`src/rtl/img_pkg.sv`:
```
// Shared definitions for the 3x3 filter line-buffer scheduler.
// Holds the read FSM state encoding, the number of circular line buffers
// and the default frame geometry used as parameter defaults.
package img_pkg;

  localparam int NUM_LINEBUF    = 4;
  localparam int LINE_BYTES_DEF = 2835;  // 945 px * 3 B
  localparam int NUM_ROWS_DEF   = 630;

  typedef enum logic [1:0] {
    IDLE,
    RUN,
    ROW_END,
    DONE
  } state_e;

endpackage

```
`src/rtl/img_wr_ctrl.sv`:
```
// Write-side controller for the four circular line buffers.
// Steps the write column across a row and the write line across the buffers.
// It also counts completed rows and owns s_axis_tready.
// Ports:
//   clk, rst          clock, synchronous active-high reset
//   clear             end-of-frame clear of all counters (from read FSM)
//   s_axis_tvalid     input byte valid
//   rows_released     rows the read side no longer needs
//   s_axis_tready     byte accepted when high with tvalid
//   wr_en / wr_addr   one-hot buffer write enable and write column
//   rows_written      completed rows in the current frame
module img_wr_ctrl
  import img_pkg::*;
#(
  parameter int LINE_BYTES = LINE_BYTES_DEF,
  parameter int NUM_ROWS   = NUM_ROWS_DEF,
  parameter int COL_W      = 12,
  parameter int ROW_W      = 10
) (
  input  logic                   clk,
  input  logic                   rst,
  input  logic                   clear,
  input  logic                   s_axis_tvalid,
  input  logic [ROW_W:0]         rows_released,
  output logic                   s_axis_tready,
  output logic [NUM_LINEBUF-1:0] wr_en,
  output logic [COL_W-1:0]       wr_addr,
  output logic [ROW_W:0]         rows_written
);

  localparam logic [COL_W-1:0] LAST_COL = COL_W'(LINE_BYTES - 1);
  localparam logic [COL_W-1:0] COL_ONE  = COL_W'(1);
  localparam logic [ROW_W:0]   ROW_ONE  = (ROW_W+1)'(1);
  localparam logic [ROW_W:0]   ROWS_MAX = (ROW_W+1)'(NUM_ROWS);
  localparam logic [ROW_W:0]   OCC_FULL = (ROW_W+1)'(NUM_LINEBUF);

  logic [COL_W-1:0] wr_col_q, wr_col_d;
  logic [1:0]       wr_line_q, wr_line_d;
  logic [ROW_W:0]   rows_written_q, rows_written_d;
  logic [ROW_W:0]   occupancy;
  logic             hs;

  // Ready depends on registered counters only; rst gates it so no byte is
  // taken while the block is being reset.
  assign occupancy     = rows_written_q - rows_released;
  assign s_axis_tready = !rst && (occupancy < OCC_FULL) && (rows_written_q < ROWS_MAX);
  assign hs            = s_axis_tvalid && s_axis_tready;
  assign rows_written  = rows_written_q;
  assign wr_addr       = wr_col_q;

  always_comb begin
    wr_col_d       = wr_col_q;
    wr_line_d      = wr_line_q;
    rows_written_d = rows_written_q;
    wr_en          = '0;
    if (clear) begin
      wr_col_d       = '0;
      wr_line_d      = '0;
      rows_written_d = '0;
    end else if (hs) begin
      wr_en[wr_line_q] = 1'b1;
      if (wr_col_q == LAST_COL) begin
        wr_col_d       = '0;
        wr_line_d      = wr_line_q + 2'd1;
        rows_written_d = rows_written_q + ROW_ONE;
      end else begin
        wr_col_d = wr_col_q + COL_ONE;
      end
    end
  end

  always_ff @(posedge clk) begin
    if (rst) begin
      wr_col_q       <= '0;
      wr_line_q      <= '0;
      rows_written_q <= '0;
    end else begin
      wr_col_q       <= wr_col_d;
      wr_line_q      <= wr_line_d;
      rows_written_q <= rows_written_d;
    end
  end

endmodule

```
`src/rtl/img_linebuf_sched.sv`:
```
// Line-buffer scheduler for the 3x3 image filter.
// Writes incoming pixel bytes round-robin into four circular line buffers.
// Reads a three-row window per output byte, with zero-pad flags at the top
// and bottom frame borders. Signals row and frame completion.
// Ports:
//   clk, rst                   clock, synchronous active-high reset
//   s_axis_tvalid/tready       input byte handshake
//   wr_en, wr_addr             line-buffer write port
//   rd_en, rd_addr             read strobe/column to all four buffers
//   rd_top_line                buffer holding row r-1 (r, r+1 follow mod 4)
//   pad_top, pad_bot           zero the top / bottom window row
//   win_valid, win_last        window valid at RAM outputs, last byte of row
//   m_ready                    downstream can take a window
//   intr, frame_done           1-cycle row-complete / frame-complete pulses
module img_linebuf_sched
  import img_pkg::*;
#(
  parameter int LINE_BYTES = LINE_BYTES_DEF,
  parameter int NUM_ROWS   = NUM_ROWS_DEF,
  parameter int COL_W      = 12,
  parameter int ROW_W      = 10
) (
  input  logic                   clk,
  input  logic                   rst,
  input  logic                   s_axis_tvalid,
  output logic                   s_axis_tready,
  output logic [NUM_LINEBUF-1:0] wr_en,
  output logic [COL_W-1:0]       wr_addr,
  output logic                   rd_en,
  output logic [COL_W-1:0]       rd_addr,
  output logic [1:0]             rd_top_line,
  output logic                   pad_top,
  output logic                   pad_bot,
  output logic                   win_valid,
  output logic                   win_last,
  input  logic                   m_ready,
  output logic                   intr,
  output logic                   frame_done
);

  localparam logic [COL_W-1:0] LAST_COL = COL_W'(LINE_BYTES - 1);
  localparam logic [COL_W-1:0] COL_ONE  = COL_W'(1);
  localparam logic [ROW_W-1:0] LAST_ROW = ROW_W'(NUM_ROWS - 1);
  localparam logic [ROW_W-1:0] ROW_ONE  = ROW_W'(1);
  localparam logic [ROW_W:0]   CNT_ONE  = (ROW_W+1)'(1);
  localparam logic [ROW_W:0]   CNT_TWO  = (ROW_W+1)'(2);
  localparam logic [ROW_W:0]   ROWS_MAX = (ROW_W+1)'(NUM_ROWS);

  state_e           state_q, state_d;
  logic [ROW_W-1:0] out_row_q, out_row_d;
  logic [COL_W-1:0] rd_col_q, rd_col_d;
  logic [ROW_W:0]   rows_released_q, rows_released_d;
  logic             win_valid_q, win_valid_d;
  logic             win_last_q, win_last_d;
  logic [ROW_W:0]   rows_written;
  logic [ROW_W:0]   rows_needed;
  logic [ROW_W:0]   row_plus2;
  logic             clear;
  logic             row_active;

  img_wr_ctrl #(
    .LINE_BYTES (LINE_BYTES),
    .NUM_ROWS   (NUM_ROWS),
    .COL_W      (COL_W),
    .ROW_W      (ROW_W)
  ) u_wr_ctrl (
    .clk           (clk),
    .rst           (rst),
    .clear         (clear),
    .s_axis_tvalid (s_axis_tvalid),
    .rows_released (rows_released_q),
    .s_axis_tready (s_axis_tready),
    .wr_en         (wr_en),
    .wr_addr       (wr_addr),
    .rows_written  (rows_written)
  );

  // Row r needs rows r-1..r+1 written; the last row only needs itself.
  assign row_plus2   = {1'b0, out_row_q} + CNT_TWO;
  assign rows_needed = (row_plus2 > ROWS_MAX) ? ROWS_MAX : row_plus2;

  // Window geometry is meaningful only while a row is being read; it stays
  // stable through ROW_END so the last win_valid sees the same flags.
  assign row_active  = (state_q == RUN) || (state_q == ROW_END);
  assign pad_top     = row_active && (out_row_q == '0);
  assign pad_bot     = row_active && (out_row_q == LAST_ROW);
  assign rd_top_line = row_active ? (out_row_q[1:0] + 2'd3) : 2'd0;
  assign rd_addr     = rd_col_q;
  assign win_valid   = win_valid_q;
  assign win_last    = win_last_q;

  always_comb begin
    state_d         = state_q;
    out_row_d       = out_row_q;
    rd_col_d        = rd_col_q;
    rows_released_d = rows_released_q;
    clear           = 1'b0;
    rd_en           = 1'b0;
    intr            = 1'b0;
    frame_done      = 1'b0;
    case (state_q)
      IDLE: begin
        if (rows_written >= rows_needed) state_d = RUN;
      end
      RUN: begin
        rd_en = m_ready;
        if (m_ready) begin
          // rd_col holds on the last strobe; ROW_END rewinds it.
          if (rd_col_q == LAST_COL) state_d = ROW_END;
          else                      rd_col_d = rd_col_q + COL_ONE;
        end
      end
      ROW_END: begin
        intr      = 1'b1;
        out_row_d = out_row_q + ROW_ONE;
        rd_col_d  = '0;
        // Row r-1 is dead once row r is done; row 0 has no predecessor.
        if (out_row_q != '0) rows_released_d = rows_released_q + CNT_ONE;
        state_d = (out_row_q == LAST_ROW) ? DONE : IDLE;
      end
      DONE: begin
        frame_done      = 1'b1;
        clear           = 1'b1;
        out_row_d       = '0;
        rd_col_d        = '0;
        rows_released_d = '0;
        state_d         = IDLE;
      end
      default: state_d = IDLE;
    endcase
  end

  // Window output stage: RAM read data appears one cycle after rd_en
  always_comb begin
    win_valid_d = rd_en;
    win_last_d  = rd_en && (rd_col_q == LAST_COL);
  end

  always_ff @(posedge clk) begin
    if (rst) begin
      state_q         <= IDLE;
      out_row_q       <= '0;
      rd_col_q        <= '0;
      rows_released_q <= '0;
      win_valid_q     <= 1'b0;
      win_last_q      <= 1'b0;
    end else begin
      state_q         <= state_d;
      out_row_q       <= out_row_d;
      rd_col_q        <= rd_col_d;
      rows_released_q <= rows_released_d;
      win_valid_q     <= win_valid_d;
      win_last_q      <= win_last_d;
    end
  end

endmodule

```
`config.mk`:
```
export PLATFORM = sky130hd
export DESIGN_NAME = img_linebuf_sched
export DESIGN_NICKNAME = d
export VERILOG_FILES = /design/src/rtl/img_pkg.sv /design/src/rtl/img_wr_ctrl.sv /design/src/rtl/img_linebuf_sched.sv
export SDC_FILE = /design/constraint.sdc
export NUM_CORES = 1
export LEC_CHECK = 0
export BUFFER_PORTS_ARGS = -buffer_cell sky130_fd_sc_hd__buf_2
export CORE_UTILIZATION = 60
export CTS_CLUSTER_SIZE = 20
export DETAILED_ROUTE_END_ITERATION = 8
export PLACE_DENSITY = 0.78
export SYNTH_ARGS = -nofsm -noshare
export SYNTH_HDL_FRONTEND = slang
export SYNTH_HIERARCHICAL = 1
export SYNTH_SLANG_ARGS = --single-unit
```
`constraint.sdc`:
```
create_clock -name clk -period 4.08 [get_ports clk]
set_input_delay 0.204 -clock clk [delete_from_list [all_inputs] [get_ports clk]]
set_output_delay 0.204 -clock clk [all_outputs]
set_load 0.1 [all_outputs]
```
# Yosys cells after proc, flatten, opt, wreduce, memory -nomap -nowiden
# Cells that the tools add are included.
# word_totals
out_inout_bits,38
in_bits,4
reg_bits,62
# op_classes
magnitude_cmp,6
mux,21
eq_ne,11
n_reduce_logical,20
addsub,9
# op_table
op,count
12-bit two-way mux,3
12-bit by 1-bit adder with 12-bit output (second input constant),2
12-bit equality test (second input constant),2
12-bit one-hot mux with 2 select lines,1
11-bit by 1-bit adder with 11-bit output (second input constant),2
11-bit two-way mux,2
11-bit one-hot mux with 2 select lines,1
10-bit one-hot mux with 2 select lines,1
10-bit by 2-bit adder with 11-bit output (second input constant),1
11-bit greater-or-equal comparator,1
11-bit by 10-bit greater-than comparator with 1-bit output (second input constant),1
11-bit by 10-bit < comparator with 1-bit output (second input constant),1
11-bit by 3-bit < comparator with 1-bit output (second input constant),1
11-bit subtractor,1
10-bit by 1-bit adder with 10-bit output (second input constant),1
10-bit equality test (second input constant),1
10-bit zero test,1
2-bit two-way mux,5
10-bit nonzero test,1
4-bit two-way mux,2
2-bit one-hot mux with 4 select lines,1
1-bit logical AND,7
2-bit != test (second input constant),3
3-bit AND reduction,2
15 further kinds,23

# Longest topological paths before layout
# depth
depth_word,7
ltp_mapped,13
depth_no_buf,13

# Hierarchy
# Netlist, hierarchy kept.
# modules_own_cells
mod,cells_each,instances,area_per_inst_um2
img_linebuf_sched,293,1,2443.6
img_wr_ctrl,242,1,1885.6

# Worst setup path after synthesis
# No wires, ideal clock.
# synth_path
kind,reg-to-output
start,reg rows_released_q[3]
end,out wr_en[0]
stages_incl_launch_ff,14
path_slack_ps,270
arrival_ps,3606
cell_sequence,dfxtp_1 inv_1 ha_1 buf_6 a21oi_4 nand2_1 a311oi_1 a21oi_1 or4b_1 or4_1 buf_2 buf_6 nor3_1 and2_1
# synth_between
elab_chain_len,7
# synth_rtl
item,line,source
"start, declared",img_linebuf_sched.sv:52,"logic [ROW_W:0] rows_released_q, rows_released_d;"
"start signal, assigned",img_linebuf_sched.sv:151,rows_released_q <= rows_released_d;
11-bit subtractor,img_wr_ctrl.sv:45,assign occupancy = rows_written_q - rows_released;
11-bit by 3-bit < comparator with 1-bit output,img_wr_ctrl.sv:46,assign s_axis_tready = !rst && (occupancy < OCC_FULL) && (rows_written_q < ROWS_MAX);
1-bit logical AND (2 in a row),img_wr_ctrl.sv:46,
1-bit logical AND,img_wr_ctrl.sv:47,assign hs = s_axis_tvalid && s_axis_tready;
4-bit two-way mux,img_wr_ctrl.sv:60,end else if (hs) begin
4-bit two-way mux,img_wr_ctrl.sv:56,if (clear) begin
"end, declared",img_linebuf_sched.sv:27,"output logic [NUM_LINEBUF-1:0] wr_en,"
# Every way passes these cells.

# Worst setup path in the final report
# layout_path
start,"reg u_wr_ctrl.rows_written_q[3], in the netlist u_wr_ctrl/rows_written[3]"
end,out s_axis_tready
# layout_between
elab_chain_len,4
elab_cells_between_ends,5
# layout_rtl
item,line,source
"start, declared",img_wr_ctrl.sv:39,"logic [ROW_W:0] rows_written_q, rows_written_d;"
"start signal, assigned",img_wr_ctrl.sv:80,rows_written_q <= rows_written_d;
11-bit subtractor,img_wr_ctrl.sv:45,
11-bit by 3-bit < comparator with 1-bit output,img_wr_ctrl.sv:46,
1-bit logical AND,img_wr_ctrl.sv:46,
1-bit logical AND *,img_wr_ctrl.sv:46,
"end, declared",img_linebuf_sched.sv:26,"output logic s_axis_tready,"
# Mark *: on every way between the ends. The rest lies on a longest branch, timed or not.

==> flow_metrics.py <==
metrics = {
    "place": {
        "io_buffers": 41,
        "dp.cells": 654,
        "place_congestion": 0.847,
        "dp_hpwl_um": 7060,
    },
    "pwr": {
        "irDropWorstVdd_mv": 0.161,
        "internal-power_uw": 849,
        "powerDensity_nw_per_um2": 233,
        "p_comb_frac": 0.050,
        "leakagePower_nw": 2.00,
        "pwr-share-seq": 0.546,
        "switching_share": 0.238,
        "p_switching_uw": 266,
        "power.total_mw": 1.12,
        "clockPowerShare": 0.404,
    },
    "yosys": {
        "avgSynthCellArea_um2": 8.09,
        "synthArstFlopShare": 0,
        "ys_warn_count": 6,
        "ys_seq_area_frac": 0.287,
        "synthCells": 535,
        "synthDistinctLibCells": 67,
        "ys.flop_type": "dfxtp_1",
        "synth_nets": 579,
        "synth_edf_count": 0,
        "synth_seq_cells": 62,
        "netlist_area_um2": 4330,
    },
    "floorplanning": {
        "fp-row-count": 30,
        "core_area_um2": 6870,
        "initial_core_util": 0.630,
        "num_io_pins": 42,
        "die_w_um": 86.9,
        "die_area_um2": 7560,
        "die_h_um": 86.9,
    },
    "clock_tree": {
        "cts_setup_buffers": 0,
        "cts_resized": 0,
        "cts_buffer_depth": 2,
        "cts_inserted_buffers": 9,
        "clk-insertion-delay-late_ps": 340,
        "cts_tree": "built",
        "clk_pin_slew_ps": 70,
        "htreeDepth": 3,
        "cts_sinks": 62,
        "root_buffer": "clkbuf_8",
        "ctsHoldBuffers": 0,
    },
    "detailed_routing": {
        "drtPass1Iterations": 5,
        "wirelength_um": 9570,
        "drc_errors": 0,
        "via_count": 3950,
        "ant_nets": 0,
        "drtIter0Drc": 194,
        "vias_per_cell": 5.91,
        "wl_per_cell_um": 14.3,
    },
    "grt": {
        "antenna_found_initial": 0,
        "grt_start_max_net_pins": 26,
        "grt_usage": 0.262,
        "grt_pass1_wl_um": 15600,
        "grt_pass1_vias": 3447,
        "gr-total-overflow": 0,
    },
    "worst_hold_path": {
        "min_path_type": "in2reg",
        "hold_path.startpoint": "m_ready",
    },
    "setup_path": {
        "r2r-start": "u_wr_ctrl/rows_written[3]",
        "crit_type": "reg2out",
        "critPathLaunch": "u_wr_ctrl/rows_written[3]",
        "worst_setup_path_start_kind": "flip-flop",
        "crit_fanout": 25,
        "endpoint_kind": "output port",
        "cp_data_arrival_time_ps": 3710,
        "critical_path_required_ps": 3880,
    },
    "final_layout": {
        "synthToLayoutAreaGrowth_pct": 10.6,
        "layout_common_cells": "dfxtp_1, nor2_1, ha_1, nand2_1, buf_2",
        "utilization": 0.697,
        "drive_above_1_share": 0.131,
        "fill_cells": 583,
        "layout.nets": 613,
        "final_cells": 668,
        "layout_commonest_cell": "dfxtp_1",
        "antennaDiodeCount": 0,
    },
    "timing": {
        "period_minus_slack_ps": 3910,
        "slew_headroom": 0.291,
        "holdWs_ps": 199,
        "slew_viol_final": 0,
        "grt_setup_unrepaired": "no",
        "setup_violations": 0,
        "finClkSkew_ps": 11.6,
        "hold_viol_final": 0,
        "finalCritPeriodShare": 0.959,
        "worstMarginPinSlew_ps": 1050,
        "fmax_mhz": 256,
        "tns_ps": 0,
    },
    "status": {
        "status": "finished clean",
    },
    "run": {
        "maxCapViolCount": 0,
    },
}
-- power by group through the flow --
| stage | registers (mW) | clock network (mW) | logic, mW |
|---|---|---|---|
| after floorplan | 0.632 | 0 | 0.0331 |
| after global placement | 0.622 | 0 | 0.0546 |
| after detailed placement | 0.622 | 0 | 0.0555 |
| after CTS | 0.608 | 0.469 | 0.0556 |
| after global routing | 0.608 | 0.490 | 0.0603 |
| final | 0.609 | 0.451 | 0.0561 |
-- cell type report --
class / count / area, um^2 / share of cell area
clock buffers: 12 / 145 / 0.0303
clock inverters: 2 / 10.0 / 0.00209
repair buffers: 43 / 280 / 0.0585
multi-input cells: 422 / 2870 / 0.600
flip-flops and latches: 62 / 1240 / 0.259
well taps: 96 / 120 / 0.0251
inverters: 31 / 116 / 0.0243
-- kinds of logic (layout without fill, tap and decap cells) --
group                      count (synthesis)  after routing  synth area share
muxes                                      7              7            0.0165
DFF                                       62             62             0.287
AOI/OAI and AO/OA                        105            105             0.162
and+or+nand+nor                          231            231             0.291
buffers and inverters                     51             88            0.0506
other                                      1              1          0.000866
xor gates and xnor gates                  38             38            0.0769
adders and majority gates                 40             40             0.116
-- registers in the layout (all words and copies together) (netlist names) --
| register | flops |
|---|---|
| state_q | 2 |
| out_row_q | 10 |
| u_wr_ctrl/wr_line_q | 2 |
| win_valid | 1 |
| u_wr_ctrl/rows_written | 11 |
| rd_addr | 12 |
| win_last | 1 |
| u_wr_ctrl/wr_addr | 12 |
| rows_released_q | 11 |
-- worst paths after layout --
check,endpoint,slack [ps],depth (start not counted)
setup / recovery,s_axis_tready,170,10
hold / removal,win_valid,200,3
setup reg to reg,u_wr_ctrl/wr_addr[10],430,10
hold reg to reg,rows_released_q[1],510,2
-- layer usage --
| metal | vias to the layer above | GRT usage | share of wire | wire, um |
|---|---|---|---|---|
| met5 | - | 0 | 0 | 0 |
| met2 | 110 | 0.429 | 0.48 | 4550 |
| li1 | 1993 | - | - | - |
| met4 | 0 | 0.100 | 0.012 | 117 |
| met1 | 1830 | 0.340 | 0.46 | 4440 |
| met3 | 17 | 0.0493 | 0.049 | 471 |
-- through the flow --
| step | area, um^2 | worst slack (ps) |
|---|---|---|
| CTS | 4780 | 173 |
| global placement | 4630 | 598 |
| global route | 4790 | 28.7 |
| finish | 4790 | 167 |
| floorplan | 4330 | 270 |
| detailed placement | 4630 | 517 |
-- cells in the mapped netlist, drive strengths merged, types with 3 or more instances --
cell / count / area [um^2]
nor2: 54 / 203
o41ai: 3 / 26.3
or3: 23 / 149
a211oi: 3 / 22.5
xor2: 25 / 219
ha: 40 / 500
nand4: 20 / 125
nor3: 16 / 80.1
a21oi: 33 / 176
or2: 4 / 25.0
and3: 13 / 81.3
a31oi: 3 / 18.8
nand2b: 7 / 46.3
a21o: 4 / 30.0
nand2: 37 / 139
buf: 13 / 76.3
o211ai: 6 / 45.0
nand3: 19 / 100
inv: 31 / 116
and2: 8 / 50.1
xnor2: 13 / 114
a21boi: 3 / 22.5
o21ai: 23 / 115
o2111ai: 4 / 35.0
and4: 3 / 26.3
nor4: 4 / 25.0
clkbuf: 7 / 26.3
dfxtp: 62 / 1240
nor2b: 6 / 37.5
or4: 4 / 30.0
or4b: 3 / 30.0
nor4b: 3 / 47.5
mux2i: 6 / 60.1
-- worst max-delay path, stage by stage, from the launching register on --
cell and delay (ps):
dfxtp_1 500, ha_1 410, a21oi_4 210, nand2_1 70, a311oi_1 260, a21oi_1 80
or4b_1 520, or4_1 600, buf_4 240, inv_1 60, buf_2 410
No activity file was read; power rests on OpenSTA's default activity.
